===== config.mk =====
export PLATFORM = sky130hd
export DESIGN_NAME = eth_mii_tx_framer
export DESIGN_NICKNAME = d
export VERILOG_FILES = /design/src/rtl/eth_pkg.sv /design/src/rtl/eth_crc32_nib.sv /design/src/rtl/eth_mii_tx_framer.sv
export SDC_FILE = /design/constraint.sdc
export NUM_CORES = 1
export LEC_CHECK = 0
export ABC_AREA = 1
export BUFFER_PORTS_ARGS = -buffer_cell sky130_fd_sc_hd__clkbuf_2
export CORE_ASPECT_RATIO = 0.6
export CORE_UTILIZATION = 50
export DETAILED_ROUTE_END_ITERATION = 12
export PLACE_DENSITY_LB_ADDON = 0.3
export REMOVE_ABC_BUFFERS = 1
export SLEW_MARGIN = 10
export SYNTH_ARGS = -nofsm -noshare
export SYNTH_HDL_FRONTEND = slang
export SYNTH_SLANG_ARGS = --single-unit

===== constraint.sdc =====
create_clock -name I_clk -period 3.1 [get_ports I_clk]
set_input_delay 0.155 -clock I_clk [delete_from_list [all_inputs] [get_ports I_clk]]
set_output_delay 0.155 -clock I_clk [all_outputs]
set_load 0.005 [all_outputs]

===== src/rtl/eth_pkg.sv =====
// Shared constants and types for the MII transmit framer.
// Holds the preamble/SFD nibble values, the reflected CRC-32 constants,
// the framer state encoding and a single-bit CRC shift helper.
package eth_pkg;

  localparam logic [3:0]  ETH_PREAMBLE_NIB = 4'h5;
  localparam logic [3:0]  ETH_SFD_NIB      = 4'hD;
  localparam logic [31:0] CRC32_POLY_R     = 32'hEDB88320;
  localparam logic [31:0] CRC32_INIT       = 32'hFFFFFFFF;

  typedef enum logic [3:0] {
    IDLE  = 4'd0,
    PRE   = 4'd1,
    SFD   = 4'd2,
    DATA  = 4'd3,
    PAD   = 4'd4,
    FCS   = 4'd5,
    ABORT = 4'd6,
    DRAIN = 4'd7,
    IPG   = 4'd8
  } tx_state_t;

  // One bit of the LSB-first CRC-32 shift register.
  function automatic logic [31:0] crc32_bit_step(input logic [31:0] crc);
    crc32_bit_step = crc[0] ? ((crc >> 1) ^ CRC32_POLY_R) : (crc >> 1);
  endfunction

endpackage


===== src/rtl/eth_crc32_nib.sv =====
// Combinational CRC-32 update for one MII nibble (LSB first).
// Ports:
//   crc_i  in  32  current CRC register
//   nib_i  in  4   nibble being transmitted
//   crc_o  out 32  CRC after absorbing nib_i
module eth_crc32_nib
  import eth_pkg::*;
(
  input  logic [31:0] crc_i,
  input  logic [3:0]  nib_i,
  output logic [31:0] crc_o
);

  logic [31:0] step0_s;
  logic [31:0] step1_s;
  logic [31:0] step2_s;
  logic [31:0] step3_s;

  // The nibble is folded into the low bits, then four shift/xor steps.
  assign step0_s = crc32_bit_step(crc_i ^ {28'h0000000, nib_i});
  assign step1_s = crc32_bit_step(step0_s);
  assign step2_s = crc32_bit_step(step1_s);
  assign step3_s = crc32_bit_step(step2_s);
  assign crc_o   = step3_s;

endmodule


===== src/rtl/eth_mii_tx_framer.sv =====
// MII (4-bit) transmit framer: preamble+SFD, payload, zero pad, CRC-32 FCS, IPG.
// Underrun and oversize frames are cut short with TX_ER and the rest drained.
// Ports:
//   I_clk, I_rst                 nibble clock, synchronous active-high reset
//   I_s_data/valid/last, O_s_ready  byte source handshake (DA first)
//   O_tx_d, O_tx_en, O_tx_er     MII transmit pins
//   O_busy                       high whenever the FSM is not IDLE
//   O_frame_cnt                  good frames sent (wraps)
//   O_abort_cnt                  aborted frames (saturates)
module eth_mii_tx_framer
  import eth_pkg::*;
#(
  parameter int unsigned PREAMBLE_NIBBLES = 15,
  parameter int unsigned MIN_PAYLOAD      = 60,
  parameter int unsigned MAX_PAYLOAD      = 1514,
  parameter int unsigned IPG_NIBBLES      = 24
) (
  input  logic        I_clk,
  input  logic        I_rst,
  input  logic [7:0]  I_s_data,
  input  logic        I_s_valid,
  input  logic        I_s_last,
  output logic        O_s_ready,
  output logic [3:0]  O_tx_d,
  output logic        O_tx_en,
  output logic        O_tx_er,
  output logic        O_busy,
  output logic [15:0] O_frame_cnt,
  output logic [7:0]  O_abort_cnt
);

  localparam logic [4:0]  PRE_LAST   = 5'(PREAMBLE_NIBBLES - 1);
  localparam logic [4:0]  IPG_LAST   = 5'(IPG_NIBBLES - 1);
  localparam logic [4:0]  FCS_LAST   = 5'd7;
  localparam logic [4:0]  ABORT_LAST = 5'd1;
  localparam logic [10:0] MIN_BYTES  = 11'(MIN_PAYLOAD);
  localparam logic [10:0] MAX_BYTES  = 11'(MAX_PAYLOAD);

  tx_state_t   state_q, state_d;
  logic [4:0]  nib_q, nib_d;
  logic [10:0] byte_cnt_q, byte_cnt_d;
  logic        phase_q, phase_d;      // 0: low nibble cycle, 1: high nibble cycle
  logic [7:0]  byte_q, byte_d;
  logic        last_q, last_d;
  logic [31:0] crc_q, crc_d;
  logic [15:0] frame_cnt_q, frame_cnt_d;
  logic [7:0]  abort_cnt_q, abort_cnt_d;
  logic [3:0]  tx_d_q, tx_d_d;
  logic        tx_en_q, tx_en_d;
  logic        tx_er_q, tx_er_d;
  logic        ready_q, ready_d;
  logic        busy_q, busy_d;

  logic        hs_s;
  logic [3:0]  data_nib_s;
  logic [3:0]  crc_nib_in_s;
  logic [31:0] crc_next_s;
  logic [31:0] crc_inv_s;

  assign hs_s = I_s_valid & ready_q;

  eth_crc32_nib u_crc (
    .crc_i (crc_q),
    .nib_i (crc_nib_in_s),
    .crc_o (crc_next_s)
  );

  // FSM, byte/nibble counters and frame/abort statistics.
  always_comb begin
    state_d     = state_q;
    nib_d       = nib_q;
    byte_cnt_d  = byte_cnt_q;
    phase_d     = phase_q;
    byte_d      = byte_q;
    last_d      = last_q;
    case (state_q)
      IDLE: begin
        if (I_s_valid) begin
          state_d = PRE;
          nib_d   = 5'd0;
        end else begin
          state_d = IDLE;
        end
      end
      PRE: begin
        if (nib_q == PRE_LAST) begin
          state_d    = SFD;
          byte_cnt_d = 11'd0;
          last_d     = 1'b0;
        end else begin
          nib_d = nib_q + 5'd1;
        end
      end
      // SFD and the DATA high-nibble cycle are the byte fetch points.
      SFD, DATA: begin
        if ((state_q == DATA) && !phase_q) begin
          phase_d = 1'b1;
        end else if ((state_q == DATA) && last_q) begin
          phase_d = 1'b0;
          nib_d   = 5'd0;
          if (byte_cnt_q < MIN_BYTES) begin
            state_d = PAD;
          end else begin
            state_d = FCS;
          end
        end else if (hs_s) begin
          byte_d     = I_s_data;
          last_d     = I_s_last;
          byte_cnt_d = byte_cnt_q + 11'd1;
          phase_d    = 1'b0;
          nib_d      = 5'd0;
          // The byte just taken is one past the limit: abort instead of sending it.
          if (byte_cnt_q == MAX_BYTES) begin
            state_d = ABORT;
          end else begin
            state_d = DATA;
          end
        end else begin
          state_d = ABORT;
          nib_d   = 5'd0;
        end
      end
      PAD: begin
        if (!phase_q) begin
          phase_d = 1'b1;
        end else begin
          phase_d    = 1'b0;
          byte_cnt_d = byte_cnt_q + 11'd1;
          if ((byte_cnt_q + 11'd1) >= MIN_BYTES) begin
            state_d = FCS;
            nib_d   = 5'd0;
          end else begin
            state_d = PAD;
          end
        end
      end
      FCS: begin
        if (nib_q == FCS_LAST) begin
          state_d = IPG;
          nib_d   = 5'd0;
        end else begin
          nib_d = nib_q + 5'd1;
        end
      end
      ABORT: begin
        if (nib_q == ABORT_LAST) begin
          nib_d   = 5'd0;
          state_d = last_q ? IPG : DRAIN;
        end else begin
          nib_d = nib_q + 5'd1;
        end
      end
      DRAIN: begin
        if (hs_s && I_s_last) begin
          state_d = IPG;
          nib_d   = 5'd0;
        end else begin
          state_d = DRAIN;
        end
      end
      IPG: begin
        if (nib_q == IPG_LAST) begin
          state_d = IDLE;
        end else begin
          nib_d = nib_q + 5'd1;
        end
      end
      default: begin
        state_d = IDLE;
      end
    endcase

    if ((state_q == FCS) && (state_d == IPG)) begin
      frame_cnt_d = frame_cnt_q + 16'd1;
    end else begin
      frame_cnt_d = frame_cnt_q;
    end

    if ((state_d == ABORT) && (state_q != ABORT) && (abort_cnt_q != 8'hFF)) begin
      abort_cnt_d = abort_cnt_q + 8'd1;
    end else begin
      abort_cnt_d = abort_cnt_q;
    end
  end

  // Output values for the cycle being entered, so every pin comes from a flop.
  always_comb begin
    tx_d_d       = 4'h0;
    tx_en_d      = 1'b0;
    tx_er_d      = 1'b0;
    ready_d      = 1'b0;
    busy_d       = (state_d != IDLE);
    data_nib_s   = phase_d ? byte_d[7:4] : byte_d[3:0];
    crc_nib_in_s = (state_d == PAD) ? 4'h0 : data_nib_s;
    crc_inv_s    = ~crc_q;
    case (state_d)
      PRE: begin
        tx_d_d  = ETH_PREAMBLE_NIB;
        tx_en_d = 1'b1;
      end
      SFD: begin
        tx_d_d  = ETH_SFD_NIB;
        tx_en_d = 1'b1;
        ready_d = 1'b1;
      end
      DATA: begin
        tx_d_d  = data_nib_s;
        tx_en_d = 1'b1;
        ready_d = phase_d & ~last_d;
      end
      PAD: begin
        tx_en_d = 1'b1;
      end
      FCS: begin
        tx_d_d  = crc_inv_s[{nib_d[2:0], 2'b00} +: 4];
        tx_en_d = 1'b1;
      end
      ABORT: begin
        tx_en_d = 1'b1;
        tx_er_d = 1'b1;
      end
      DRAIN: begin
        ready_d = 1'b1;
      end
      default: begin
        tx_d_d = 4'h0;
      end
    endcase

    // CRC absorbs exactly the nibble loaded onto TXD; it is frozen through FCS.
    if (state_d == PRE) begin
      crc_d = CRC32_INIT;
    end else if ((state_d == DATA) || (state_d == PAD)) begin
      crc_d = crc_next_s;
    end else begin
      crc_d = crc_q;
    end
  end

  // State, counter and output registers with synchronous reset.
  always_ff @(posedge I_clk) begin
    if (I_rst) begin
      state_q     <= IDLE;
      nib_q       <= 5'd0;
      byte_cnt_q  <= 11'd0;
      phase_q     <= 1'b0;
      byte_q      <= 8'h00;
      last_q      <= 1'b0;
      crc_q       <= CRC32_INIT;
      frame_cnt_q <= 16'd0;
      abort_cnt_q <= 8'd0;
      tx_d_q      <= 4'h0;
      tx_en_q     <= 1'b0;
      tx_er_q     <= 1'b0;
      ready_q     <= 1'b0;
      busy_q      <= 1'b0;
    end else begin
      state_q     <= state_d;
      nib_q       <= nib_d;
      byte_cnt_q  <= byte_cnt_d;
      phase_q     <= phase_d;
      byte_q      <= byte_d;
      last_q      <= last_d;
      crc_q       <= crc_d;
      frame_cnt_q <= frame_cnt_d;
      abort_cnt_q <= abort_cnt_d;
      tx_d_q      <= tx_d_d;
      tx_en_q     <= tx_en_d;
      tx_er_q     <= tx_er_d;
      ready_q     <= ready_d;
      busy_q      <= busy_d;
    end
  end

  assign O_s_ready   = ready_q;
  assign O_tx_d      = tx_d_q;
  assign O_tx_en     = tx_en_q;
  assign O_tx_er     = tx_er_q;
  assign O_busy      = busy_q;
  assign O_frame_cnt = frame_cnt_q;
  assign O_abort_cnt = abort_cnt_q;

endmodule


==> results of run 1 <==
==> cell usage after synthesis, types with 2 or more instances <==
master,instances,area [um^2]
nor2_2,4,25.0
nand2_2,16,100
a21oi_2,2,17.5
buf_4,4,30.0
ha_1,7,87.6
o21ai_0,33,165
nand3_2,3,30.0
a31oi_1,2,12.5
nor4_1,2,12.5
o21ai_1,3,15.0
o211ai_1,19,143
mux2i_1,11,110
inv_1,128,480
nor2_4,3,33.8
nor3b_1,2,15.0
nand3_1,101,505
a211oi_1,13,97.6
nor2_1,66,248
dfxtp_1,94,1880
buf_2,6,30.0
nand2_4,3,33.8
inv_2,8,30.0
nor3_1,20,100
a21oi_1,29,145
xnor2_1,3,26.3
xor2_1,3,26.3
nand4_1,15,93.8
clkbuf_1,11,41.3
nand2_1,219,822
==> cell type report <==
cell class | instances | area share [%]
clock buffers | 11 | 3.73
clock inverters | 4 | 1.16
inverters | 137 | 8.34
multi-input cells | 592 | 48.4
flip-flops and latches | 94 | 30.1
well taps | 139 | 2.79
repair buffers | 58 | 5.45
==> stage by stage <==
step	instance area, um^2	std cells	TNS, ps	power (mW)	hold slack [ps]
2_1_floorplan	5390	823	-1530	1.41	224
3_3_place_gp	5890	1017	0	1.48	425
3_5_place_dp	5890	1017	0	1.48	429
4_1_cts	6190	1032	0	2.63	73.9
5_1_grt	6240	1035	0	2.71	85.1
6_report	6240	1035	0	2.63	82.1
==> state kept, by name, indices dropped and copies added (netlist names), 4 cells and up <==
register / cells
O_abort_cnt: 8
byte_q: 8
O_tx_d: 4
crc_q: 32
byte_cnt_q: 11
nib_q: 5
state_q: 4
O_frame_cnt: 16
==> placed cells by master, fill, tap and decap left out, types with 3 or more instances in the layout <==
| cell | instances |
|---|---|
| nor3_1 | 20 |
| clkbuf_16 | 9 |
| nor2_2 | 5 |
| nor2_1 | 65 |
| nand3_1 | 101 |
| nand2_4 | 4 |
| inv_1 | 128 |
| nand3_2 | 3 |
| nor2_4 | 3 |
| nand2_2 | 15 |
| clkbuf_2 | 43 |
| a21oi_2 | 3 |
| o21ai_1 | 3 |
| a21oi_1 | 28 |
| dfxtp_1 | 94 |
| inv_2 | 7 |
| o21ai_0 | 33 |
| o211ai_1 | 19 |
| xnor2_1 | 3 |
| xor2_1 | 3 |
| ha_1 | 7 |
| nand4_1 | 15 |
| mux2i_1 | 10 |
| a211oi_1 | 13 |
| buf_4 | 14 |
| nand2_1 | 219 |
==> power by group through the flow <==
stage | sequential [mW] | clock (mW) | combinational (mW)
2_1_floorplan | 1.27 | 0 | 0.136
3_3_place_gp | 1.28 | 0 | 0.206
3_5_place_dp | 1.28 | 0 | 0.205
4_1_cts | 1.25 | 1.18 | 0.207
5_1_grt | 1.25 | 1.22 | 0.238
6_report | 1.25 | 1.16 | 0.215
==> metal layers <==
metal	vias up	track usage, %
met4	0	5.89
li1	2834	-
met3	23	6.11
met1	2493	43.1
met5	-	0
met2	270	32.4
==> worst max-delay path, delay by kind of cell, from the launching register on <==
kind            cells  cell delay, ps
buf+inv             2             230
mux                 1             490
simple gates       11            1350
compound gates      2             310
flops               1             400
==> kinds of logic after synthesis <==
group           share of synthesized area, %
compound gates                          11.5
xor+xnor                               0.953
fa+ha+maj                               1.59
buf+inv                                 11.5
flops                                   34.1
mux                                     2.25
simple gates                            38.0
==> path summary, 6_finish.rpt <==
path                  startpoint              to  slack, ps  cells past startpoint
hold reg to reg   O_frame_cnt[8]  O_frame_cnt[8]        490                      2
setup reg to reg      state_q[2]       crc_q[19]        210                     16
setup / recovery      state_q[2]       crc_q[19]        210                     16
hold / removal       I_s_data[7]       byte_q[7]         80                      3
==> what timing repair did <==
action | CTS | global route
setup endpoints to repair | 0 | 14
buffers inserted | 0 | 3
resized for setup | 0 | 6
hold endpoints to repair | 0 | 0
==> results.json, run 1 <==
{
  "cpPeakStageDelay_ps": 490,
  "status": "complete, no violations",
  "overflow": 0,
  "num_vias": 5620,
  "clock_sinks": 94,
  "grt_pass1_wl_um": 23400,
  "cts_tree": "built",
  "clk_path_buf_depth": 2,
  "drv_cap": 0,
  "crit_path_start_kind": "flop",
  "fmax_mhz": 346,
  "critPathMostFrequentCell": "nand2_1",
  "vias_per_cell": 5.43,
  "post-route-period-util_pct": 93.2,
  "drive_gt1_share_pct": 13.3,
  "syn-cell-area_um2": 5520,
  "chipWidth_um": 138,
  "initial_core_util_pct": 51.9,
  "cts_max_level": 3,
  "ys_ff_latch": 94,
  "wl_met1_um": 7540,
  "crit_type": "flop to flop",
  "syn_area_per_cell_um2": 6.52,
  "hp-class": "primary input to flop",
  "num_io_pins": 44,
  "worst-slew-pin-transition_ps": 491,
  "final_util_pct": 58.7,
  "first_pass_iters": 7,
  "p_sw_mw": 0.632,
  "multi_input_area_um2": 3020,
  "yosysSeqAreaShare_pct": 34.1,
  "drc": 0,
  "seqPwrFrac_pct": 47.5,
  "final.setup.worst_slack_ps": 212,
  "report.final.setup_viol": 0,
  "slowest_stage": "mux2i_1",
  "drt_wl_total_um": 14500,
  "wl_met3_um": 1500,
  "fin_nets": 911,
  "netlist_instances": 846,
  "clockPowerShare_pct": 44.3,
  "end_kind": "flop",
  "ys_warn_count": 0,
  "cp_max_fo": 10,
  "arrival_ps": 3120,
  "static-leakage-power_nw": 3.21,
  "power.internal_mw": 2.00,
  "crit_chain": "nand2_1, nor2_4, inv_1, nand2_1, o21ai_1, a21oi_2, mux2i_1, nand2_1, nand2_2, nand2_4, inv_2, nand2_1, nand2_1, nand2_1, nand3_1, nand2_1",
  "final_hold_viol_count": 0,
  "gp_congestion": 0.947,
  "ant_nets": 0,
  "cts_root_buf": "clkbuf_16",
  "numCtsBuffers": 9,
  "grt_max_degree": 58,
  "clkTransAtPathRegs_ps": 60,
  "clock_skew_ps": 8.52,
  "regArea_um2": 1880,
  "synthArstFlopShare_pct": 0,
  "min_period_ps": 2890,
  "dp_slack_ps": 165,
  "antenna_found_initial": 0,
  "area_delta_synth_final_pct": 13.2,
  "grt_use_total_pct": 26.1,
  "synth_top_flop_cell": "dfxtp_1",
  "die_area_um2": 11500,
  "synth_edf_count": 0,
  "rows": 29,
  "maxSlewHeadroom_pct": 66.3,
  "grt_setup_unrepaired": "false",
  "first_iter_violations": 625,
  "final.fill_count": 1005,
  "met2_length_um": 5230,
  "slew_viol_final": 0,
  "power.ir.vdd_worst_mv": 0.257,
  "swShare_pct": 24.0,
  "postCtsHoldBufs": 0,
  "grt_pass1_vias": 4714,
  "core_um2": 10600,
  "yosysUniqueCellTypes": 45,
  "fp.dieH_um": 83.4,
  "crit_required_ps": 3330,
  "dp_hpwl_um": 10600,
  "combPwrFrac_pct": 8.2,
  "wl_per_cell_um": 14.0,
  "clock_latency_ps": 340,
  "portBuffers": 43,
  "power_density_nw_per_um2": 421,
  "top_layer": "met4",
  "antenna_cells": 0
}
No activity file was read; power rests on OpenSTA's default activity.
==> run 2: changes to the inputs <==
--- a/config.mk
+++ b/config.mk
@@ -7,10 +7,12 @@
 export LEC_CHECK = 0
 export ABC_AREA = 1
 export BUFFER_PORTS_ARGS = -buffer_cell sky130_fd_sc_hd__clkbuf_2
+export CAP_MARGIN = 20
 export CORE_ASPECT_RATIO = 0.6
 export CORE_UTILIZATION = 50
 export DETAILED_ROUTE_END_ITERATION = 12
 export PLACE_DENSITY_LB_ADDON = 0.3
+export RECOVER_POWER = 100
 export REMOVE_ABC_BUFFERS = 1
 export SLEW_MARGIN = 10
 export SYNTH_ARGS = -nofsm -noshare
==> results.json, run 2 (synthesized netlist as in run 1, its figures left out) <==
{
  "rr_worst_depth": 17,
  "final_area_um2": 6210,
  "report.final.setup_viol": 0,
  "fin_tns_setup_ps": 0,
  "cts_max_level": 3,
  "clock_sinks": 94,
  "final_hold_viol_count": 0,
  "post-route-period-util_pct": 94.6,
  "first_pass_iters": 5,
  "final.setup.worst_slack_ps": 167,
  "antenna_found_initial": 0,
  "arrival_ps": 3160,
  "drt_wl_total_um": 14500,
  "clk_path_buf_depth": 2,
  "seqPwrFrac_pct": 47.7,
  "gp_congestion": 0.947,
  "die_area_um2": 11500,
  "cp_max_fo": 10,
  "slew_viol_final": 0,
  "grt_setup_unrepaired": "false",
  "num_vias": 5577,
  "drc": 0,
  "r2r_setup_slack_ps": 170,
  "status": "complete, no violations",
  "overflow": 0,
  "first_iter_violations": 657,
  "num_io_pins": 44,
  "fmax_mhz": 341,
  "grt_use_total_pct": 26.1,
  "r2r-end": "crc_q[19]",
  "initial_core_util_pct": 51.9,
  "crit_type": "flop to flop",
  "clock_skew_ps": 6.38,
  "final.fill_count": 1014,
  "clock_latency_ps": 340,
  "maxSlewHeadroom_pct": 65.1,
  "rr_startpoint": "state_q[1]",
  "area_delta_synth_final_pct": 12.7,
  "hold-path-endpoint": "byte_q[2]",
  "dp_hpwl_um": 10600,
  "drv_cap": 0,
  "antenna_cells": 0,
  "clkTransAtPathRegs_ps": 60,
  "crit_required_ps": 3330,
  "drive_gt1_share_pct": 11.5,
  "ant_nets": 0,
  "grt_pass1_vias": 4714,
  "clockPowerShare_pct": 44.2,
  "min_from": "I_s_data[2]",
  "power.internal_mw": 2.00,
  "p_sw_mw": 0.626,
  "top_register": "crc_q",
  "final_common_cell": "nand2_1",
  "cts_root_buf": "clkbuf_16",
  "mostFrequentLayoutCells": "219 x nand2_1, 128 x inv_1, 101 x nand3_1",
  "numCtsBuffers": 9,
  "power.ir.vdd_worst_mv": 0.255,
  "static-leakage-power_nw": 3.16,
  "combPwrFrac_pct": 8.1,
  "swShare_pct": 23.9,
  "wl_per_cell_um": 14.0,
  "largest_reg_flops": 32,
  "core_um2": 10600,
  "cts_tree": "built",
  "rows": 29,
  "end_kind": "flop",
  "fp.dieH_um": 83.4,
  "crit_path_start_kind": "flop",
  "grt_max_degree": 58,
  "power_density_nw_per_um2": 422,
  "final_util_pct": 58.5,
  "worst-slew-pin-transition_ps": 510,
  "vias_per_cell": 5.39,
  "dp_slack_ps": 165,
  "dpl_cell_area_um2": 5890,
  "chipWidth_um": 138,
  "fin_nets": 911,
  "min_period_ps": 2930,
  "hold_depth": 3,
  "portBuffers": 43,
  "grt_pass1_wl_um": 23400,
  "hp-class": "primary input to flop"
}
run 2: layout make-up:
| cell class | instances | area [um^2] | share of cell area, % |
|---|---|---|---|
| clock buffer | 11 | 233 | 3.74 |
| clock inverter | 4 | 72.6 | 1.17 |
| inverter | 137 | 520 | 8.38 |
| multi-input combinational | 592 | 3020 | 48.5 |
| sequential | 94 | 1880 | 30.3 |
| tap | 139 | 174 | 2.80 |
| timing repair buffer | 58 | 318 | 5.11 |
run 2: critical path, stage by stage (launching register included):
cell	delay (ps)
dfxtp_1	380
nor2_1	170
inv_2	70
nor2_4	140
inv_1	110
nand2_1	120
o21ai_1	90
a21oi_2	220
mux2i_1	500
nand2_1	130
nand2_2	140
nand2_4	110
inv_2	120
nand2_1	70
nand2_1	180
nand2_1	90
nand3_1	130
nand2_1	60
run 2: repair_timing:
action,in CTS,in global routing
gates resized for setup,0,6
setup endpoints to repair,0,14
setup buffers,0,3
hold buffers,0,0
run 2: worst max-delay path by stage:
stage / slack, ps / end / cells after the start / from
2_1_floorplan: -300 / crc_q[29] / 18 / byte_cnt_q[1]
3_3_place_gp: 190 / crc_q[24] / 16 / nib_q[1]
3_5_place_dp: 170 / crc_q[24] / 16 / nib_q[1]
4_1_cts: 170 / crc_q[24] / 16 / nib_q[1]
5_1_grt: 20 / crc_q[8] / 17 / byte_cnt_q[0]
6_report: 170 / crc_q[19] / 17 / state_q[1]
run 2: through the flow:
step                      hold slack, ps  std cells  power (mW)
after global routing                85.1       1035        2.71
after detailed placement             429       1017        1.48
after floorplan                      224        823        1.41
after CTS                           73.9       1032        2.63
after global placement               425       1017        1.48
final                               84.4       1035        2.62
run 2: power by group through the flow:
stage / registers [mW] / logic (mW) / clock network, mW
2_1_floorplan: 1.27 / 0.136 / 0
3_3_place_gp: 1.28 / 0.206 / 0
3_5_place_dp: 1.28 / 0.205 / 0
4_1_cts: 1.25 / 0.207 / 1.18
5_1_grt: 1.25 / 0.237 / 1.22
6_report: 1.25 / 0.213 / 1.16
run 2: metal layers:
| metal | GRT usage [%] | vias to the layer above | wire length, um |
|---|---|---|---|
| li1 | - | 2833 | - |
| met1 | 43.1 | 2476 | 7540 |
| met2 | 32.4 | 242 | 5290 |
| met3 | 6.11 | 26 | 1480 |
| met4 | 5.89 | 0 | 193 |
| met5 | 0 | - | 0 |
